===== config.mk =====
export PLATFORM = sky130hd
export DESIGN_NAME = spi_flash_arbiter
export DESIGN_NICKNAME = d
export VERILOG_FILES = /design/src/rtl/spi_flash_arbiter.sv
export SDC_FILE = /design/constraint.sdc
export NUM_CORES = 1
export LEC_CHECK = 0
export CAP_MARGIN = 20
export CORE_MARGIN = 2
export CORE_UTILIZATION = 46
export DETAILED_ROUTE_END_ITERATION = 8
export HOLD_SLACK_MARGIN = 0.15
export MAX_ROUTING_LAYER = met4
export PLACE_DENSITY = 0.75
export RECOVER_POWER = 25
export SKIP_CTS_REPAIR_TIMING = 1
export SLEW_MARGIN = 40
export SYNTH_ARGS = -nofsm -noshare
export SYNTH_HDL_FRONTEND = slang
export SYNTH_SLANG_ARGS = --single-unit

===== constraint.sdc =====
create_clock -name clk -period 2.1 [get_ports clk]
set_input_delay 0.21 -clock clk [delete_from_list [all_inputs] [get_ports clk]]
set_output_delay 0.21 -clock clk [all_outputs]
set_load 0.005 [all_outputs]

===== src/rtl/spi_flash_arbiter.sv =====
`default_nettype none
// ============================================================================
// Module      : spi_flash_arbiter
// Description : Two-requester (CPU/DMA) arbiter for one SPI flash; issues
//               READ (0x03) in mode 0 at clk/2 and returns little-endian words.
//               Optional continuous-read mode: SPI_FLASH_ARB_CONTINUOUS_EN.
// Revision    : 1.0 - initial release
// ============================================================================
module spi_flash_arbiter #(
    parameter int CSN_HIGH_CYCLES = 4,
    parameter int HOLD_CYCLES     = 16
) (
    input  logic        clk,
    input  logic        reset_n,
    input  logic        cpu_req_valid,
    input  logic [21:0] cpu_req_addr,
    output logic        cpu_req_ready,
    output logic [31:0] cpu_rdata,
    output logic        cpu_rdata_valid,
    input  logic        dma_req_valid,
    input  logic [21:0] dma_req_addr,
    input  logic [7:0]  dma_req_len,
    output logic        dma_req_ready,
    output logic [31:0] dma_rdata,
    output logic        dma_rdata_valid,
    output logic        dma_done,
    output logic        flash_sck,
    output logic        flash_csn,
    output logic        flash_mosi,
    input  logic        flash_miso
);

    typedef enum logic [2:0] {
        ST_IDLE = 3'd0,
        ST_CMD  = 3'd1,
        ST_ADDR = 3'd2,
        ST_DATA = 3'd3,
        ST_GAP  = 3'd4
`ifdef SPI_FLASH_ARB_CONTINUOUS_EN
        ,
        ST_HOLD = 3'd5
`endif
    } state_t;

    // One timer serves both the CSN-high gap and the continuous-mode hold window.
    localparam int                 c_tmr_w    = $clog2(CSN_HIGH_CYCLES + HOLD_CYCLES + 1);
    localparam logic [c_tmr_w-1:0] c_gap_last = c_tmr_w'(CSN_HIGH_CYCLES - 1);
    localparam logic [c_tmr_w-1:0] c_tmr_one  = c_tmr_w'(1);
`ifdef SPI_FLASH_ARB_CONTINUOUS_EN
    localparam logic [c_tmr_w-1:0] c_hold_last = c_tmr_w'(HOLD_CYCLES - 1);
`endif

    state_t               r_state;
    logic                 r_last_dma;
    logic                 r_grant_dma;
    logic                 r_entry;
    logic [21:0]          r_addr;
    logic [7:0]           r_remain;
    logic [4:0]           r_bit_cnt;
    logic [31:0]          r_shift_out;
    logic [31:0]          r_shift_in;
    logic [c_tmr_w-1:0]   r_timer;
    logic                 r_cpu_ready;
    logic                 r_dma_ready;
    logic                 r_cpu_valid;
    logic                 r_dma_valid;
    logic                 r_dma_done;
    logic [31:0]          r_cpu_rdata;
    logic [31:0]          r_dma_rdata;
    logic                 r_sck;
    logic                 r_csn;
    logic                 r_mosi;

    logic                 w_any_req;
    logic                 w_grant_dma;
    logic [21:0]          w_req_addr;
    logic [7:0]           w_req_len;
    logic [31:0]          w_word;

    // Ties go to whichever requester was not served last.
    assign w_any_req   = cpu_req_valid | dma_req_valid;
    assign w_grant_dma = dma_req_valid & (~cpu_req_valid | ~r_last_dma);
    assign w_req_addr  = w_grant_dma ? dma_req_addr : cpu_req_addr;
    assign w_req_len   = w_grant_dma ? dma_req_len : 8'd0;

    // Bytes arrive b0 first, so the first byte shifted in lands in the top lane.
    assign w_word = {r_shift_in[7:0], r_shift_in[15:8], r_shift_in[23:16], r_shift_in[31:24]};

    always_ff @(posedge clk or negedge reset_n) begin
        if (!reset_n) begin
            r_state     <= ST_IDLE;
            r_last_dma  <= 1'b1;
            r_grant_dma <= 1'b0;
            r_entry     <= 1'b0;
            r_addr      <= '0;
            r_remain    <= '0;
            r_bit_cnt   <= '0;
            r_shift_out <= '0;
            r_shift_in  <= '0;
            r_timer     <= '0;
            r_cpu_ready <= 1'b0;
            r_dma_ready <= 1'b0;
            r_cpu_valid <= 1'b0;
            r_dma_valid <= 1'b0;
            r_dma_done  <= 1'b0;
            r_cpu_rdata <= '0;
            r_dma_rdata <= '0;
            r_sck       <= 1'b0;
            r_csn       <= 1'b1;
            r_mosi      <= 1'b0;
        end else begin
            r_cpu_ready <= 1'b0;
            r_dma_ready <= 1'b0;
            r_cpu_valid <= 1'b0;
            r_dma_valid <= 1'b0;
            r_dma_done  <= 1'b0;
            r_cpu_rdata <= '0;
            r_dma_rdata <= '0;

            case (r_state)
                ST_IDLE: begin
                    if (w_any_req) begin
                        r_cpu_ready <= ~w_grant_dma;
                        r_dma_ready <= w_grant_dma;
                        r_grant_dma <= w_grant_dma;
                        r_last_dma  <= w_grant_dma;
                        r_addr      <= w_req_addr;
                        r_remain    <= w_req_len;
                        r_shift_out <= {8'h03, w_req_addr, 2'b00};
                        r_bit_cnt   <= '0;
                        r_entry     <= 1'b1;
                        r_state     <= ST_CMD;
                    end
                end

                ST_CMD, ST_ADDR: begin
                    if (r_entry) begin
                        r_entry <= 1'b0;
                        r_csn   <= 1'b0;
                        r_mosi  <= r_shift_out[31];
                    end else if (!r_sck) begin
                        r_sck <= 1'b1;
                    end else begin
                        r_sck       <= 1'b0;
                        r_bit_cnt   <= r_bit_cnt + 5'd1;
                        r_shift_out <= {r_shift_out[30:0], 1'b0};
                        r_mosi      <= r_shift_out[30];
                        if (r_bit_cnt == 5'd7) begin
                            r_state <= ST_ADDR;
                        end
                        if (r_bit_cnt == 5'd31) begin
                            r_state <= ST_DATA;
                        end
                    end
                end

                ST_DATA: begin
                    if (r_entry) begin
                        r_entry <= 1'b0;
                    end else if (!r_sck) begin
                        r_sck      <= 1'b1;
                        r_shift_in <= {r_shift_in[30:0], flash_miso};
                    end else begin
                        r_sck     <= 1'b0;
                        r_bit_cnt <= r_bit_cnt + 5'd1;
                        if (r_bit_cnt == 5'd31) begin
                            if (r_grant_dma) begin
                                r_dma_valid <= 1'b1;
                                r_dma_rdata <= w_word;
                            end else begin
                                r_cpu_valid <= 1'b1;
                                r_cpu_rdata <= w_word;
                            end
                            r_addr   <= r_addr + 22'd1;
                            r_remain <= r_remain - 8'd1;
                            if (r_remain == 8'd0) begin
                                r_dma_done <= r_grant_dma;
                                r_timer    <= '0;
`ifdef SPI_FLASH_ARB_CONTINUOUS_EN
                                r_state    <= ST_HOLD;
`else
                                r_csn      <= 1'b1;
                                r_state    <= ST_GAP;
`endif
                            end
                        end
                    end
                end

                ST_GAP: begin
                    if (r_timer == c_gap_last) begin
                        r_state <= ST_IDLE;
                    end else begin
                        r_timer <= r_timer + c_tmr_one;
                    end
                end

`ifdef SPI_FLASH_ARB_CONTINUOUS_EN
                // CS is still low and the flash is still streaming from r_addr.
                ST_HOLD: begin
                    if (w_any_req && (w_req_addr == r_addr)) begin
                        r_cpu_ready <= ~w_grant_dma;
                        r_dma_ready <= w_grant_dma;
                        r_grant_dma <= w_grant_dma;
                        r_last_dma  <= w_grant_dma;
                        r_remain    <= w_req_len;
                        r_bit_cnt   <= '0;
                        r_entry     <= 1'b1;
                        r_state     <= ST_DATA;
                    end else if (w_any_req || (r_timer == c_hold_last)) begin
                        r_csn   <= 1'b1;
                        r_timer <= '0;
                        r_state <= ST_GAP;
                    end else begin
                        r_timer <= r_timer + c_tmr_one;
                    end
                end
`endif

                default: begin
                    r_state <= ST_IDLE;
                end
            endcase
        end
    end

    assign cpu_req_ready   = r_cpu_ready;
    assign dma_req_ready   = r_dma_ready;
    assign cpu_rdata_valid = r_cpu_valid;
    assign dma_rdata_valid = r_dma_valid;
    assign dma_done        = r_dma_done;
    assign cpu_rdata       = r_cpu_rdata;
    assign dma_rdata       = r_dma_rdata;
    assign flash_sck       = r_sck;
    assign flash_csn       = r_csn;
    assign flash_mosi      = r_mosi;

endmodule
`default_nettype wire

==> results.yml <==
setup_path:
  timing.reg2reg.setup_slack_ns: 0.1
  cp_num_buf_inv: 0
  critical_path.cell_chain: "ha_2 > and3_1 > ha_2 > nand4_1 > nor2_4 > and2_1"
  path_max_fanout: 33
  critical_path_arrival_ns: 2.35
  slowest_stage: "sky130_fd_sc_hd__nor2_4"
  timing.reg2reg.worst_path_depth: 6
  cpMostUsedCell: "sky130_fd_sc_hd__ha_2"
  critical_path.max_stage_delay_ns: 0.52
  timing.rr.start: "r_bit_cnt[0]$_DFFE_PN0P_"
  critical_path.startpoint_type: "register"
  required_ns: 2.45
  worstSetupPathType: "reg2reg"
  worstReg2RegEnd: "cpu_rdata[18]$_DFF_PN0_"
  crit_path_end_kind: "register"
  critical_path.top_delay_family: "simple AND/OR/NAND/NOR gates"
logic_synthesis:
  seq_area_frac_synth: 0.612
  post_synthesis_cell_count: 544
  synth_nets: 606
  mappedNetlistArea_sq_um: 6460
  yosys.cell_types.count: 52
  syn-mean-instance-area_sq_um: 11.9
  synth_edf_count: 0
  ys_seq_elements: 158
  ys_warn_count: 0
  synth_ff_type: "sky130_fd_sc_hd__dfrtp_1"
  postSynth.asyncResetShare: 1.00
power_and_ir_drop:
  comb_power_frac: 0.278
  seq_power_share: 0.404
  total_leakage_power_nw: 4.12
  int_pwr_w: 0.00674
  switchingPower_w: 0.00302
  power.clock.fraction: 0.319
  power_switching_share: 0.310
  worst_ir_drop_vdd_mv: 0.699
  power_per_cell_area_nw_per_um2: 1120
cells_and_area:
  n_antenna_cell: 0
  final_area_sq_um: 8690
  layout_common_cells: "sky130_fd_sc_hd__dfrtp_1, sky130_fd_sc_hd__clkdlybuf4s50_1, sky130_fd_sc_hd__nor2_1"
  final_common_cell: "sky130_fd_sc_hd__dfrtp_1"
  finish.net_count: 742
  synthesis_to_finish_area_growth_pct: 34.5
  fill_cells: 1076
  seqCellArea_sq_um: 3960
  multi_input_area_sq_um: 2370
  post_route_cells_drive_above_1_share: 0.152
route:
  drtIter0Drc: 313
  routed_via_density: 5.21
  drt-total-wl_um: 12900
  route.vias.total: 4539
  wl_per_cell_um: 14.8
  firstDrtPassIters: 4
  remaining_drc_errors: 0
  drtAntennaViolNets: 0
global_routing:
  grt_antenna_before_repair: 0
  first_global_vias: 4383
  met3_usage_in_global_routing: 0.0451
  globalRoute.busiestLayer: "met2"
  global_route_wire_length_before_repair_um: 21200
  gr-usage-met1: 0.240
  maximum_number_of_pins_on_one_net_before_global_route_repair: 63
  gr_util_all_layers: 0.185
  grt_util_met2: 0.289
  grt_remaining_overflow: 0
worst_hold_path:
  worst_hold_path.num_cells: 3
  worst_hold_endpoint: "r_shift_out[2]$_DFFE_PN0P_"
  hp_class: "in2reg"
  min_from: "cpu_req_addr[0]"
placed_design:
  dp.final_hpwl_um: 8600
  place.gp.congestion: 0.754
  io_buf_count: 128
  placed_area_sq_um: 8050
clocking:
  clock_latency_ns: 0.41
  cts-root-to-sink-buffers: 2
  path_clk_slew_ns: 0.06
  clock_tree_sinks: 158
  cts_inserted_buffers: 17
  tritoncts: "built"
  root_buffer_selected_by_cts: "sky130_fd_sc_hd__clkbuf_16"
  h_tree_depth_reported_by_cts: 4
timing:
  max_freq_mhz: 500
  period_minus_slack_ns: 2.00
  hold_violations: 0
  slew_viol_final: 0
  worst-slew-pin-transition_ns: 1.46
  slew_headroom: 0.0268
  period_share: 0.953
  finClkSkew_ns: 0.00881
  hold_slack_ns: 0.436
  grt_setup_unrepaired: "yes"
  setup_viol: 0
run_status:
  run_status: "completed"
floorplan:
  std_cell_rows: 43
  die_x_um: 123
  floorplan.die_area_sq_um: 15000
  die_h_um: 123
  pin_count: 129
  placeableCoreArea_sq_um: 13800
  floorplan.initialDensity: 0.469
flow_run:
  cap_violations: 0
-- power groups by stage --
stage | combinational (W) | sequential (W) | clock [W]
floorplan | 0.00184 | 0.00385 | 0
global placement | 0.00257 | 0.00393 | 0
detailed placement | 0.00267 | 0.00397 | 0
CTS | 0.00270 | 0.00392 | 0.00317
global route | 0.00304 | 0.00401 | 0.00332
finish | 0.00271 | 0.00394 | 0.00311
-- worst reg2reg max path, cell delays in order, from the launching register on --
cell and delay [ns]:
sky130_fd_sc_hd__dfrtp_1 0.39, sky130_fd_sc_hd__ha_2 0.21, sky130_fd_sc_hd__and3_1 0.18, sky130_fd_sc_hd__ha_2 0.21
sky130_fd_sc_hd__nand4_1 0.20, sky130_fd_sc_hd__nor2_4 0.52, sky130_fd_sc_hd__and2_1 0.24
-- worst max-delay path by stage --
stage | from | endpoint | slack [ns] | depth (start not counted)
final | r_bit_cnt[0]$_DFFE_PN0P_ | cpu_rdata[18]$_DFF_PN0_ | 0.1 | 6
after global routing | r_bit_cnt[0]$_DFFE_PN0P_ | cpu_rdata[7]$_DFF_PN0_ | -0.03 | 6
after CTS | r_bit_cnt[0]$_DFFE_PN0P_ | r_remain[0]$_DFFE_PN0P_ | 0.03 | 8
after detailed placement | r_bit_cnt[0]$_DFFE_PN0P_ | r_remain[0]$_DFFE_PN0P_ | 0.04 | 8
after global placement | r_bit_cnt[0]$_DFFE_PN0P_ | cpu_rdata[22]$_DFF_PN0_ | -0.05 | 6
after floorplan | r_bit_cnt[0]$_DFFE_PN0P_ | r_remain[5]$_DFFE_PN0P_ | 0.04 | 9
-- cell usage after synthesis, types with 11 or more instances --
master                     number  area share
sky130_fd_sc_hd__o21ai_0       25       0.019
sky130_fd_sc_hd__nand2_1       28       0.016
sky130_fd_sc_hd__buf_2         11      0.0085
sky130_fd_sc_hd__mux2i_1       24       0.037
sky130_fd_sc_hd__and3_1        33       0.032
sky130_fd_sc_hd__clkbuf_1      20       0.012
sky130_fd_sc_hd__a21oi_1       32       0.025
sky130_fd_sc_hd__nor2_1        46       0.027
sky130_fd_sc_hd__mux2_2        32       0.056
sky130_fd_sc_hd__and2_1        34       0.033
sky130_fd_sc_hd__dfrtp_1      156        0.60
-- cell type report --
type	count	area share
timing repair buffer	152	0.172
clock buffer	22	0.0546
inverter	8	0.00346
multi-input combinational	343	0.273
clock inverter	9	0.0154
tap	180	0.0259
sequential	158	0.456
-- through the flow --
step           TNS, ns  total power (W)  cells  utilization  setup slack [ns]
2_1_floorplan        0          0.00569    544            -            0.0417
3_3_place_gp     -1.61          0.00650    838        0.584           -0.0537
3_5_place_dp         0          0.00664    838        0.584            0.0370
4_1_cts              0          0.00979    869        0.628            0.0291
5_1_grt         -0.172           0.0104    872        0.631           -0.0296
6_report             0          0.00976    872        0.631            0.0996
-- cell families after synthesis --
kind of cell	share of synthesized area
and+or+nand+nor	0.141
DFF	0.612
AOI/OAI and AO/OA	0.0984
muxes	0.0970
buffers and inverters	0.0294
xor gates and xnor gates	0.0107
adders and majority gates	0.0112
-- sequential cells by signal, indices dropped and copies added, names as in the netlist, 3 cells and up --
| signal | flops |
|---|---|
| r_timer | 5 |
| r_state | 3 |
| r_shift_out | 30 |
| cpu_rdata | 32 |
| r_remain | 8 |
| r_bit_cnt | 5 |
| r_shift_in | 32 |
| dma_rdata | 32 |
-- routing by layer --
layer,vias to the layer above,part of all wire
li1,2160,-
met1,2218,0.45
met2,145,0.48
met3,16,0.062
met4,0,0.012
met5,-,0
Note: power is estimated with default switching activity, not from simulation.
